`src/rtl/meas_pkg.sv`:
```
// Shared types and constants for the measurement scheduler: mode and FSM
// encodings, display-source codes and the millisecond-counter width.
package meas_pkg;

  localparam int unsigned MS_W = 12;
  localparam logic [MS_W-1:0] MS_MAX = '1;

  typedef enum logic [1:0] {
    MODE_NONE  = 2'd0,
    MODE_WATCH = 2'd1,
    MODE_SR    = 2'd2,
    MODE_DHT   = 2'd3
  } mode_e;

  typedef enum logic [1:0] {
    ST_IDLE = 2'd0,
    ST_TRIG = 2'd1,
    ST_WAIT = 2'd2,
    ST_HOLD = 2'd3
  } state_e;

  localparam logic [1:0] DISP_NONE = 2'b00;
  localparam logic [1:0] DISP_SR   = 2'b01;
  localparam logic [1:0] DISP_DHT  = 2'b10;

  // Multi-hot selects resolve with priority dht > sr > watch.
  function automatic mode_e decode_mode(input logic watch, input logic sr, input logic dht);
    if (dht)        return MODE_DHT;
    else if (sr)    return MODE_SR;
    else if (watch) return MODE_WATCH;
    else            return MODE_NONE;
  endfunction

  function automatic logic [1:0] disp_code(input mode_e m);
    case (m)
      MODE_SR:  return DISP_SR;
      MODE_DHT: return DISP_DHT;
      default:  return DISP_NONE;
    endcase
  endfunction

endpackage

```
`src/rtl/ms_tick.sv`:
```
// Millisecond prescaler: one-cycle tick every DIV clocks, restartable by a
// synchronous clear.
module ms_tick #(
  parameter int unsigned DIV = 100_000
) (
  input  logic clk,
  input  logic rst_n,
  input  logic clr,
  output logic tick_c
);

  localparam int unsigned CW = (DIV > 1) ? $clog2(DIV) : 1;
  localparam logic [CW-1:0] LAST = CW'(DIV - 1);

  logic [CW-1:0] cnt_q;

  assign tick_c = (cnt_q == LAST);

  always_ff @(posedge clk or negedge rst_n) begin
    if (!rst_n) begin
      cnt_q <= '0;
    end else if (clr || tick_c) begin
      cnt_q <= '0;
    end else begin
      cnt_q <= cnt_q + CW'(1);
    end
  end

endmodule

```
`src/rtl/meas_scheduler.sv`:
```
// Turns level mode selects into paced one-cycle trigger pulses for the SR04
// and DHT11 controllers, with done/timeout handling and display selection.
module meas_scheduler
  import meas_pkg::*;
#(
  parameter int unsigned CLK_HZ        = 100_000_000,
  parameter int unsigned SR_PERIOD_MS  = 100,
  parameter int unsigned DHT_PERIOD_MS = 2000,
  parameter int unsigned TIMEOUT_MS    = 60
) (
  input  logic       clk,
  input  logic       rst_n,
  input  logic       start_watch,
  input  logic       start_sr,
  input  logic       start_dht,
  input  logic       sr_done,
  input  logic       dht_done,
  output logic       sr_trig,
  output logic       dht_trig,
  output logic [1:0] disp_sel,
  output logic       meas_busy,
  output logic       timeout_err,
  output logic [7:0] err_cnt
);

  localparam int unsigned TICK_DIV = CLK_HZ / 1000;
  localparam logic [MS_W-1:0] SR_PER  = MS_W'(SR_PERIOD_MS);
  localparam logic [MS_W-1:0] DHT_PER = MS_W'(DHT_PERIOD_MS);
  localparam logic [MS_W-1:0] TO_MS   = MS_W'(TIMEOUT_MS);

  mode_e           mode_d_c;
  mode_e           mode_q;
  mode_e           mode_prev_q;
  state_e          state_q;
  state_e          state_d;
  logic [MS_W-1:0] ms_cnt_q;
  logic [MS_W-1:0] ms_next_c;
  logic [MS_W-1:0] period_c;
  logic            tick_c;
  logic            clr_c;
  logic            done_c;
  logic            go_trig_c;
  logic            sr_trig_d;
  logic            dht_trig_d;
  logic            busy_d;
  logic            to_d;
  logic [7:0]      err_d;

  ms_tick #(.DIV(TICK_DIV)) u_ms_tick (
    .clk    (clk),
    .rst_n  (rst_n),
    .clr    (clr_c),
    .tick_c (tick_c)
  );

  assign mode_d_c = decode_mode(start_watch, start_sr, start_dht);

  // Value ms_cnt takes at the coming edge, so thresholds land on exact clock counts.
  assign ms_next_c = (tick_c && (ms_cnt_q != MS_MAX)) ? ms_cnt_q + MS_W'(1) : ms_cnt_q;
  assign period_c  = (mode_q == MODE_DHT) ? DHT_PER : SR_PER;
  assign done_c    = ((mode_q == MODE_SR) && sr_done) || ((mode_q == MODE_DHT) && dht_done);

  always_comb begin
    state_d    = state_q;
    sr_trig_d  = 1'b0;
    dht_trig_d = 1'b0;
    busy_d     = meas_busy;
    to_d       = 1'b0;
    clr_c      = 1'b0;
    go_trig_c  = 1'b0;

    case (state_q)
      ST_IDLE: begin
        if ((mode_q == MODE_SR) || (mode_q == MODE_DHT)) go_trig_c = 1'b1;
      end
      ST_TRIG: begin
        state_d = ST_WAIT;
      end
      ST_WAIT: begin
        if (done_c) begin
          state_d = ST_HOLD;
          busy_d  = 1'b0;
        end else if (tick_c && (ms_next_c == TO_MS)) begin
          state_d = ST_HOLD;
          busy_d  = 1'b0;
          to_d    = 1'b1;
        end
      end
      ST_HOLD: begin
        if (ms_next_c >= period_c) go_trig_c = 1'b1;
      end
      default: state_d = ST_IDLE;
    endcase

    if (go_trig_c) begin
      state_d    = ST_TRIG;
      sr_trig_d  = (mode_q == MODE_SR);
      dht_trig_d = (mode_q == MODE_DHT);
      busy_d     = 1'b1;
      clr_c      = 1'b1;
    end

    // A mode change outside IDLE abandons the measurement without flagging an error.
    if ((state_q != ST_IDLE) && (mode_q != mode_prev_q)) begin
      state_d    = ST_IDLE;
      sr_trig_d  = 1'b0;
      dht_trig_d = 1'b0;
      busy_d     = 1'b0;
      to_d       = 1'b0;
      clr_c      = 1'b0;
    end
  end

  assign err_d = (to_d && (err_cnt != 8'hFF)) ? err_cnt + 8'd1 : err_cnt;

  always_ff @(posedge clk or negedge rst_n) begin
    if (!rst_n) begin
      state_q     <= ST_IDLE;
      mode_q      <= MODE_NONE;
      mode_prev_q <= MODE_NONE;
      ms_cnt_q    <= '0;
      sr_trig     <= 1'b0;
      dht_trig    <= 1'b0;
      disp_sel    <= DISP_NONE;
      meas_busy   <= 1'b0;
      timeout_err <= 1'b0;
      err_cnt     <= 8'd0;
    end else begin
      state_q     <= state_d;
      mode_q      <= mode_d_c;
      mode_prev_q <= mode_q;
      ms_cnt_q    <= clr_c ? '0 : ms_next_c;
      sr_trig     <= sr_trig_d;
      dht_trig    <= dht_trig_d;
      disp_sel    <= disp_code(mode_d_c);
      meas_busy   <= busy_d;
      timeout_err <= to_d;
      err_cnt     <= err_d;
    end
  end

endmodule

```
`config.mk`:
```
export PLATFORM = sky130hd
export DESIGN_NAME = meas_scheduler
export DESIGN_NICKNAME = d
export VERILOG_FILES = /design/src/rtl/meas_pkg.sv /design/src/rtl/ms_tick.sv /design/src/rtl/meas_scheduler.sv
export SDC_FILE = /design/constraint.sdc
export NUM_CORES = 1
export LEC_CHECK = 0
export ABC_CLOCK_PERIOD_IN_PS = 5500
export BUFFER_PORTS_ARGS = -buffer_cell sky130_fd_sc_hd__buf_4
export CAP_MARGIN = 0
export CORE_UTILIZATION = 35
export CTS_BUF_LIST = sky130_fd_sc_hd__clkbuf_4 sky130_fd_sc_hd__clkbuf_8
export DETAILED_ROUTE_END_ITERATION = 10
export GPL_ROUTABILITY_DRIVEN = 0
export PLACE_DENSITY = 0.6
export SYNTH_ARGS = -nofsm -noshare
export SYNTH_HDL_FRONTEND = slang
export SYNTH_HIERARCHICAL = 1
export SYNTH_SLANG_ARGS = --single-unit
```
`constraint.sdc`:
```
create_clock -name clk -period 5.5 [get_ports clk]
set_clock_uncertainty 0.2 [all_clocks]
set_input_delay 0.275 -clock clk [delete_from_list [all_inputs] [get_ports clk]]
set_output_delay 0.275 -clock clk [all_outputs]
set_load 0.005 [all_outputs]
```
==> impl_results.md, run 1 <==
* First-pass detailed-route iteration total at 4
* Detailed router's first-iteration violation count at 108
* Worst IR drop on VDD at 0.211 mV
* WS Path Type: reg -> reg
* Synth unique cells at 58
* EDFF count, synth at 0
* Number of buffers created by CTS at 5
* Number of placed cells counting well taps at just over 400
* Worst setup slack before clock tree synthesis at 522 ps
* Sinks on Clock Net at slightly below 50
* # DRC at 0
* Kind of path behind the tightest hold check: reg -> reg
* Worst slew pin tran at between 600 and 700 ps
* Number of I/O pins at 21
* Maximum clock rate at 205 MHz
* Setup violators final at 0
* Total count of max-transition violations in the final report at 0
* Half-perimeter wire length of the detailed placement result at 4130 um
* Result of the run: finished clean
* DR WL/cell at 13.5 um
* Asr flop ratio synth at 100%
* Number of hold violations in the final report at 0
* Post-layout min period at 4870 ps
* Flip-flop and latch count after synthesis at 49
* Register-to-register path setup slack at 630 ps
* Via count of the first global-routing pass at 2176
* Signal arrival time at the worst endpoint at 4840 ps
* Total detailed-routing wirelength at 5660 um
* Worst Setup End Kind: register
* Synthesized netlist net count at ~300
* Die ar. at 8460 sq um
* Antenna violations before repair at 0
* Worst min-delay path startpoint: u_ms_tick/cnt_q[0]
* Clock-pin slew on the worst setup and hold paths at 90 ps
* Initial cell density of the core at 36.5%
* Critical path fanouts, max at 16
* Post-Synthesis Cells at 286
* Total number of vias at between 2000 and 2500
* Reg-to-reg endpoint: u_ms_tick/cnt_q[8]
* First-pass GRT wire length at 10100 um
* H-tree lvl count at 2
* Post-CTS Repair Setup Buffers at 0
* Cells taking the most area after synthesis: dfrtp_1 (43%), xnor2_1 (6.8%), ha_1 (5.7%)
* Fraction of layout cells with a size suffix above 1 at about 15%
* Kind of start point of the critical path: register
* Most used cells in the layout excluding fill and tap cells: dfrtp_1 (49), nor2_1 (38), buf_4 (23), xnor2_1 (22), nand2_1 (16)
* DIE WIDTH at 92.0 um
* Antenna Violating Nets Remaining at 0
* Cells on worst reg2reg path at 15
* Post-layout nets at 335
* Setup repair after global routing missed its margin: false
* Req. time, crit path at 5470 ps
* Vertical extent of the die at 92.0 um
* Antenna diode instance count at 0
* IO Port Bufs at 20
* Filler-free cell count of the finished design at between 400 and 500
* Global Route Usage Sum at 15.1%
* Maxcap violations at 0
* Utilization after layout at 41.7%
* Most instantiated flip-flop cell in the synthesis netlist: dfrtp_1
* Share of the synthesized area in the top cell type at 43.3%
* Total power divided by cell area at 263 nW/um^2
* Synthesis-to-layout area growth at 14.4%
* Placeable Area at 7770 sq um
* Post-synthesis cell type with the largest combined area: dfrtp_1
* Most common library cell in the layout ignoring fill and taps: dfrtp_1
* Setup TNS Final at 0 ps
* Synth Cell Area at 2830 sq um
* Standard-cell rows at 32
* End point of the worst hold path: u_ms_tick/cnt_q[0]
* Yosys warning total at 6
* Minimum hold slack at 291 ps
* CTS root buffer: clkbuf_8
* Worst max-slew margin expressed relative to the limit at between 50% and 60%
* Clock Path Buffers at 2
* Reg2reg start: u_ms_tick/cnt_q[0]
* Share of the clock period used by the worst path at 88.5%
* Leakage power summed over all cells at about 1.4 nW
* Overflow left after global routing at 0
* Clock tree from TritonCTS: done
* WHS Path Cells at 1
* Post-DR vias/cell at around 5.2
* Pin count of the biggest net entering global routing at 50
* Min setup slack post-route at 633 ps
* Sequential area share after synthesis at between 40% and 50%
* Clock latency on the worst-skew pair at around 300 ps
* Post-Syn Area per Cell at 9.90 sq um
[critical path, stage by stage, from the launching register on]
cell and delay [ps]:
dfrtp_1 400, ha_1 220, nand4_1 280, nor4_4 540, nand2_1 180, nor4_1 290
mux2i_1 490, inv_1 90, ha_1 310, nand4_1 90, nor4b_1 300, o2111ai_1 160
o21ai_1 410, and2_1 210, or2_1 460, nor2_1 110
[flip-flops by register name (all words and copies together), names as in the netlist]
name,flops
u_ms_tick/cnt_q,17
ms_cnt_q,12
err_cnt,8
disp_sel,2
mode_prev_q,2
mode_q,2
state_q,2
dht_trig,1
meas_busy,1
sr_trig,1
timeout_err,1
[timing repair]
action | in CTS | in global routing
hold endpoints to repair | 53 | 0
hold buffers | 4 | 0
endpoints found under the setup margin | 0 | 10
resized for setup | 0 | 1
[layer usage]
| layer | part of all wire [%] | wire [um] | global-route usage [%] |
|---|---|---|---|
| met5 | 0 | 0 | 0 |
| met2 | 48 | 2720 | 24.9 |
| met1 | 47 | 2680 | 19.3 |
| met4 | 2.6 | 146 | 6.77 |
| met3 | 2.0 | 116 | 2.49 |
[how the worst max path moves through the flow]
stage / cells past startpoint / end / slack [ps] / from
floorplan: 19 / u_ms_tick/cnt_q[10] / 1150 / u_ms_tick/cnt_q[12]
global placement: 14 / u_ms_tick/cnt_q[15] / 690 / u_ms_tick/cnt_q[12]
detailed placement: 16 / u_ms_tick/cnt_q[8] / 520 / u_ms_tick/cnt_q[0]
CTS: 16 / u_ms_tick/cnt_q[8] / 510 / u_ms_tick/cnt_q[0]
global route: 16 / u_ms_tick/cnt_q[9] / 160 / u_ms_tick/cnt_q[0]
finish: 15 / u_ms_tick/cnt_q[8] / 630 / u_ms_tick/cnt_q[0]
[layout make-up]
type / count / area (sq um)
inverter: 14 / 52.6
clock buffer: 6 / 76.3
multi-input combinational: 218 / 1530
timing repair buffer: 27 / 213
fill: 811 / 4530
clock inverter: 2 / 15.0
sequential: 49 / 1230
tap: 102 / 128
[report_power, final]
group	switching (W)	internal, W	total (W)
sequential	0.0000344	0.000397	0.000431
combinational	0.000116	0.0000877	0.000204
clock	0.000122	0.0000947	0.000216
total	0.000272	0.000579	0.000851
[per-stage QoR]
stage | power [W] | cell area [sq um]
6_report | 0.000851 | 3240
5_1_grt | 0.000906 | 3240
4_1_cts | 0.000864 | 3230
3_5_place_dp | 0.000641 | 3100
3_3_place_gp | 0.000635 | 3100
2_1_floorplan | 0.000584 | 2830
[logic make-up (layout without fill, tap and decap cells)]
family          after synthesis  count (layout)  synth area share [%]
buf+inv                      19              49                  3.00
mux                           8               8                  2.92
xor+xnor                     26              26                  8.04
fa+ha+maj                    13              13                  5.74
simple gates                133             133                  26.8
flops                        49              49                  43.3
compound gates               38              38                  10.2
[synthesized netlist by cell type, types with 3 or more instances]
library cell	instances
and2_1	6
nand2b_1	3
nor2b_1	3
a21oi_1	7
mux2i_1	6
o21a_1	3
ha_1	13
nand3_1	15
nor2_1	38
nand4_1	12
o211ai_1	3
dfrtp_1	49
nor4_1	8
nand2_1	16
o21ai_0	3
xnor2_1	22
xor2_1	4
inv_1	14
nor3_1	6
and3_1	4
a21o_1	4
(Power assumes the default switching activity.)
==> inputs of run 2 (changes only) <==
--- a/config.mk
+++ b/config.mk
@@ -9,7 +9,7 @@
 export BUFFER_PORTS_ARGS = -buffer_cell sky130_fd_sc_hd__buf_4
 export CAP_MARGIN = 0
 export CORE_UTILIZATION = 35
-export CTS_BUF_LIST = sky130_fd_sc_hd__clkbuf_4 sky130_fd_sc_hd__clkbuf_8
+export CTS_BUF_LIST = sky130_fd_sc_hd__clkbuf_8 sky130_fd_sc_hd__clkbuf_16
 export DETAILED_ROUTE_END_ITERATION = 10
 export GPL_ROUTABILITY_DRIVEN = 0
 export PLACE_DENSITY = 0.6
==> run 2 against run 1 <==
Maximum frequency is 0.15% lower. Global-route usage stayed put. Setup slack worse by 7.5 ps. Via count is 0.73% lower. Routed wire length is 0.12% lower. Critical path depth stayed put. Register-to-register slack hardly changed. Sequential share of layout area hardly changed. Critical endpoint unchanged.
==> impl_results.md, run 2 (synthesis gave the netlist of run 1 again) <==
* Fraction of layout cells with a size suffix above 1 at 14.9% (-0.32 points)
* Standard-cell rows at 32 (unchanged)
* Reg-to-reg endpoint: u_ms_tick/cnt_q[8]
* Total cell area at the placement stage at 3100 sq um (unchanged)
* Critical path fanouts, max at 16 (unchanged)
* Leakage power summed over all cells at 1.45 nW (about the same)
* Post-layout min period at 4870 ps (+7.48 ps)
* Clock latency on the worst-skew pair at 300 ps (about the same)
* Kind of path behind the tightest hold check: reg -> reg
* DIE WIDTH at 92.0 um (unchanged)
* WHS Path Cells at 1 (unchanged)
* Cells on worst reg2reg path at 15 (unchanged)
* Worst max-slew margin expressed relative to the limit at 54.5% (-0.26 points)
* Total number of vias at 2165 (-0.73%)
* Area occupied by multi-input gates at 1530 sq um (unchanged)
* Number of I/O pins at 21 (unchanged)
* Synthesis-to-layout area growth at 14.3%
* Register with the most flip-flops: u_ms_tick/cnt_q
* Initial cell density of the core at 36.5% (unchanged)
* Register-to-register path setup slack at 630 ps (about the same)
* Total count of max-transition violations in the final report at 0 (unchanged)
* Number of buffers created by CTS at 5 (unchanged)
* Worst IR drop on VDD at 0.258 mV (+22%)
* Setup TNS Final at 0 ps (unchanged)
* Die ar. at 8460 sq um (unchanged)
* Worst slew pin tran at 676 ps (+3.90 ps)
* Number of hold violations in the final report at 0 (unchanged)
* Worst setup path endpoint: u_ms_tick/cnt_q[8]
* Setup repair after global routing missed its margin: false
* Clock tree from TritonCTS: done
* Share of the clock period used by the worst path at 88.6% (+0.14 points)
* Most common library cell in the layout ignoring fill and taps: dfrtp_1
* Maxcap violations at 0 (unchanged)
* Most used cells in the layout excluding fill and tap cells: dfrtp_1 (49), nor2_1 (38), buf_4 (23), xnor2_1 (22), nand2_1 (16)
* DR WL/cell at 13.5 um (-0.12%)
* Antenna violations before repair at 0 (unchanged)
* Vertical extent of the die at 92.0 um (unchanged)
* First-pass GRT wire length at 10100 um (about the same)
* Overflow left after global routing at 0 (unchanged)
* Final non-filler cell area at 3240 sq um (-0.12%)
* Post-layout nets at 335 (unchanged)
* Signal arrival time at the worst endpoint at 4840 ps (about the same)
* # DRC at 0 (unchanged)
* Clock-pin slew on the worst setup and hold paths at 90 ps (about the same)
* Req. time, crit path at 5470 ps (about the same)
* Post-DR vias/cell at 5.18 (-0.73%)
* Half-perimeter wire length of the detailed placement result at 4130 um (unchanged)
* H-tree lvl count at 2 (unchanged)
* Crit. Startpoint: u_ms_tick/cnt_q[0]
* Sinks on Clock Net at 49 (unchanged)
* Total power divided by cell area at 260 nW/um^2 (-0.87%)
* Worst Setup End Kind: register
* Pin count of the biggest net entering global routing at 50 (unchanged)
* Detailed router's first-iteration violation count at 99 (-8.3%)
* IO Port Bufs at 20 (unchanged)
* Antenna diode instance count at 0 (unchanged)
* Setup violators final at 0 (unchanged)
* Antenna Violating Nets Remaining at 0 (unchanged)
* FF/Latch Area at 1230 sq um (unchanged)
* Reg2reg start: u_ms_tick/cnt_q[0]
* Clock Path Buffers at 2 (unchanged)
* First-pass detailed-route iteration total at 5 (+1)
* Number of flip-flops in the largest register at 17 (unchanged)
* Number of fill cells in the layout at 810 (-0.12%)
* WS Path Type: reg -> reg
* Total detailed-routing wirelength at 5650 um (-0.12%)
* Kind of start point of the critical path: register
* Largest registers: u_ms_tick/cnt_q (17), ms_cnt_q (12), err_cnt (8)
* Global Route Usage Sum at 15.1% (unchanged)
* Post-CTS Repair Setup Buffers at 0 (unchanged)
* CTS root buffer: clkbuf_8
* Via count of the first global-routing pass at 2176 (unchanged)
* Maximum clock rate at 205 MHz (-0.15%)
* Result of the run: finished clean
* Placeable Area at 7770 sq um (unchanged)
run 2: cell count changes in the layout (fill, tap and decap cells not counted):
| cell | previous run | this run |
|---|---|---|
| clkbuf_4 | 1 | 0 |
| inv_1 | 14 | 15 |
run 2: where the power goes:
group          leakage [nW]  internal, W  switching (W)  total (W)
logic                 0.750    0.0000877       0.000116   0.000204
clock network        0.0416    0.0000879       0.000120   0.000208
registers             0.655     0.000396      0.0000347   0.000431
total                  1.45     0.000572       0.000271   0.000843
run 2: routing by layer:
| layer | routed length (um) | global-route usage, % |
|---|---|---|
| met1 | 2650 | 19.3 |
| met2 | 2770 | 24.9 |
| met3 | 118 | 2.49 |
| met4 | 114 | 6.77 |
| met5 | 0 | 0 |
run 2: stage by stage:
step / power, W / hold slack (ps) / util, % / setup WS [ps] / cells
floorplan: 0.000584 / -221 / - / 1150 / 286
global placement: 0.000635 / 136 / 39.9 / 688 / 406
detailed placement: 0.000641 / 136 / 39.9 / 522 / 406
CTS: 0.000857 / 291 / 41.6 / 506 / 418
global route: 0.000899 / 329 / 41.7 / 163 / 418
finish: 0.000843 / 286 / 41.7 / 625 / 418
run 2: cell type report:
cell class / count / share of cell area, %
multi-input cells: 218 / 47.3
flip-flops and latches: 49 / 37.9
well taps: 102 / 3.94
clock inverters: 3 / 0.580
inverters: 14 / 1.62
clock buffers: 5 / 2.13
repair buffers: 27 / 6.57
run 2: worst max-delay path, cell delays in order (launching register included):
cell and delay (ps):
dfrtp_1 390, ha_1 210, nand4_1 280, nor4_4 540, nand2_1 180, nor4_1 290
mux2i_1 490, inv_1 90, ha_1 310, nand4_1 90, nor4b_1 300, o2111ai_1 160
o21ai_1 410, and2_1 210, or2_1 460, nor2_1 110
run 2: worst min-delay path by stage:
stage / start / slack (ps) / endpoint
final: u_ms_tick/cnt_q[0] / 290 / u_ms_tick/cnt_q[0]
after global routing: mode_q[0] / 330 / mode_prev_q[0]
after CTS: u_ms_tick/cnt_q[0] / 290 / u_ms_tick/cnt_q[0]
after detailed placement: rst_n / 140 / u_ms_tick/cnt_q[9]
after global placement: rst_n / 140 / u_ms_tick/cnt_q[9]
after floorplan: rst_n / -220 / dht_trig
run 2: what timing repair did:
| item | in CTS | in global routing |
|---|---|---|
| hold endpoints to repair | 53 | 0 |
| resized for setup | 0 | 1 |
| hold buffers | 4 | 0 |
| setup endpoints to repair | 0 | 10 |
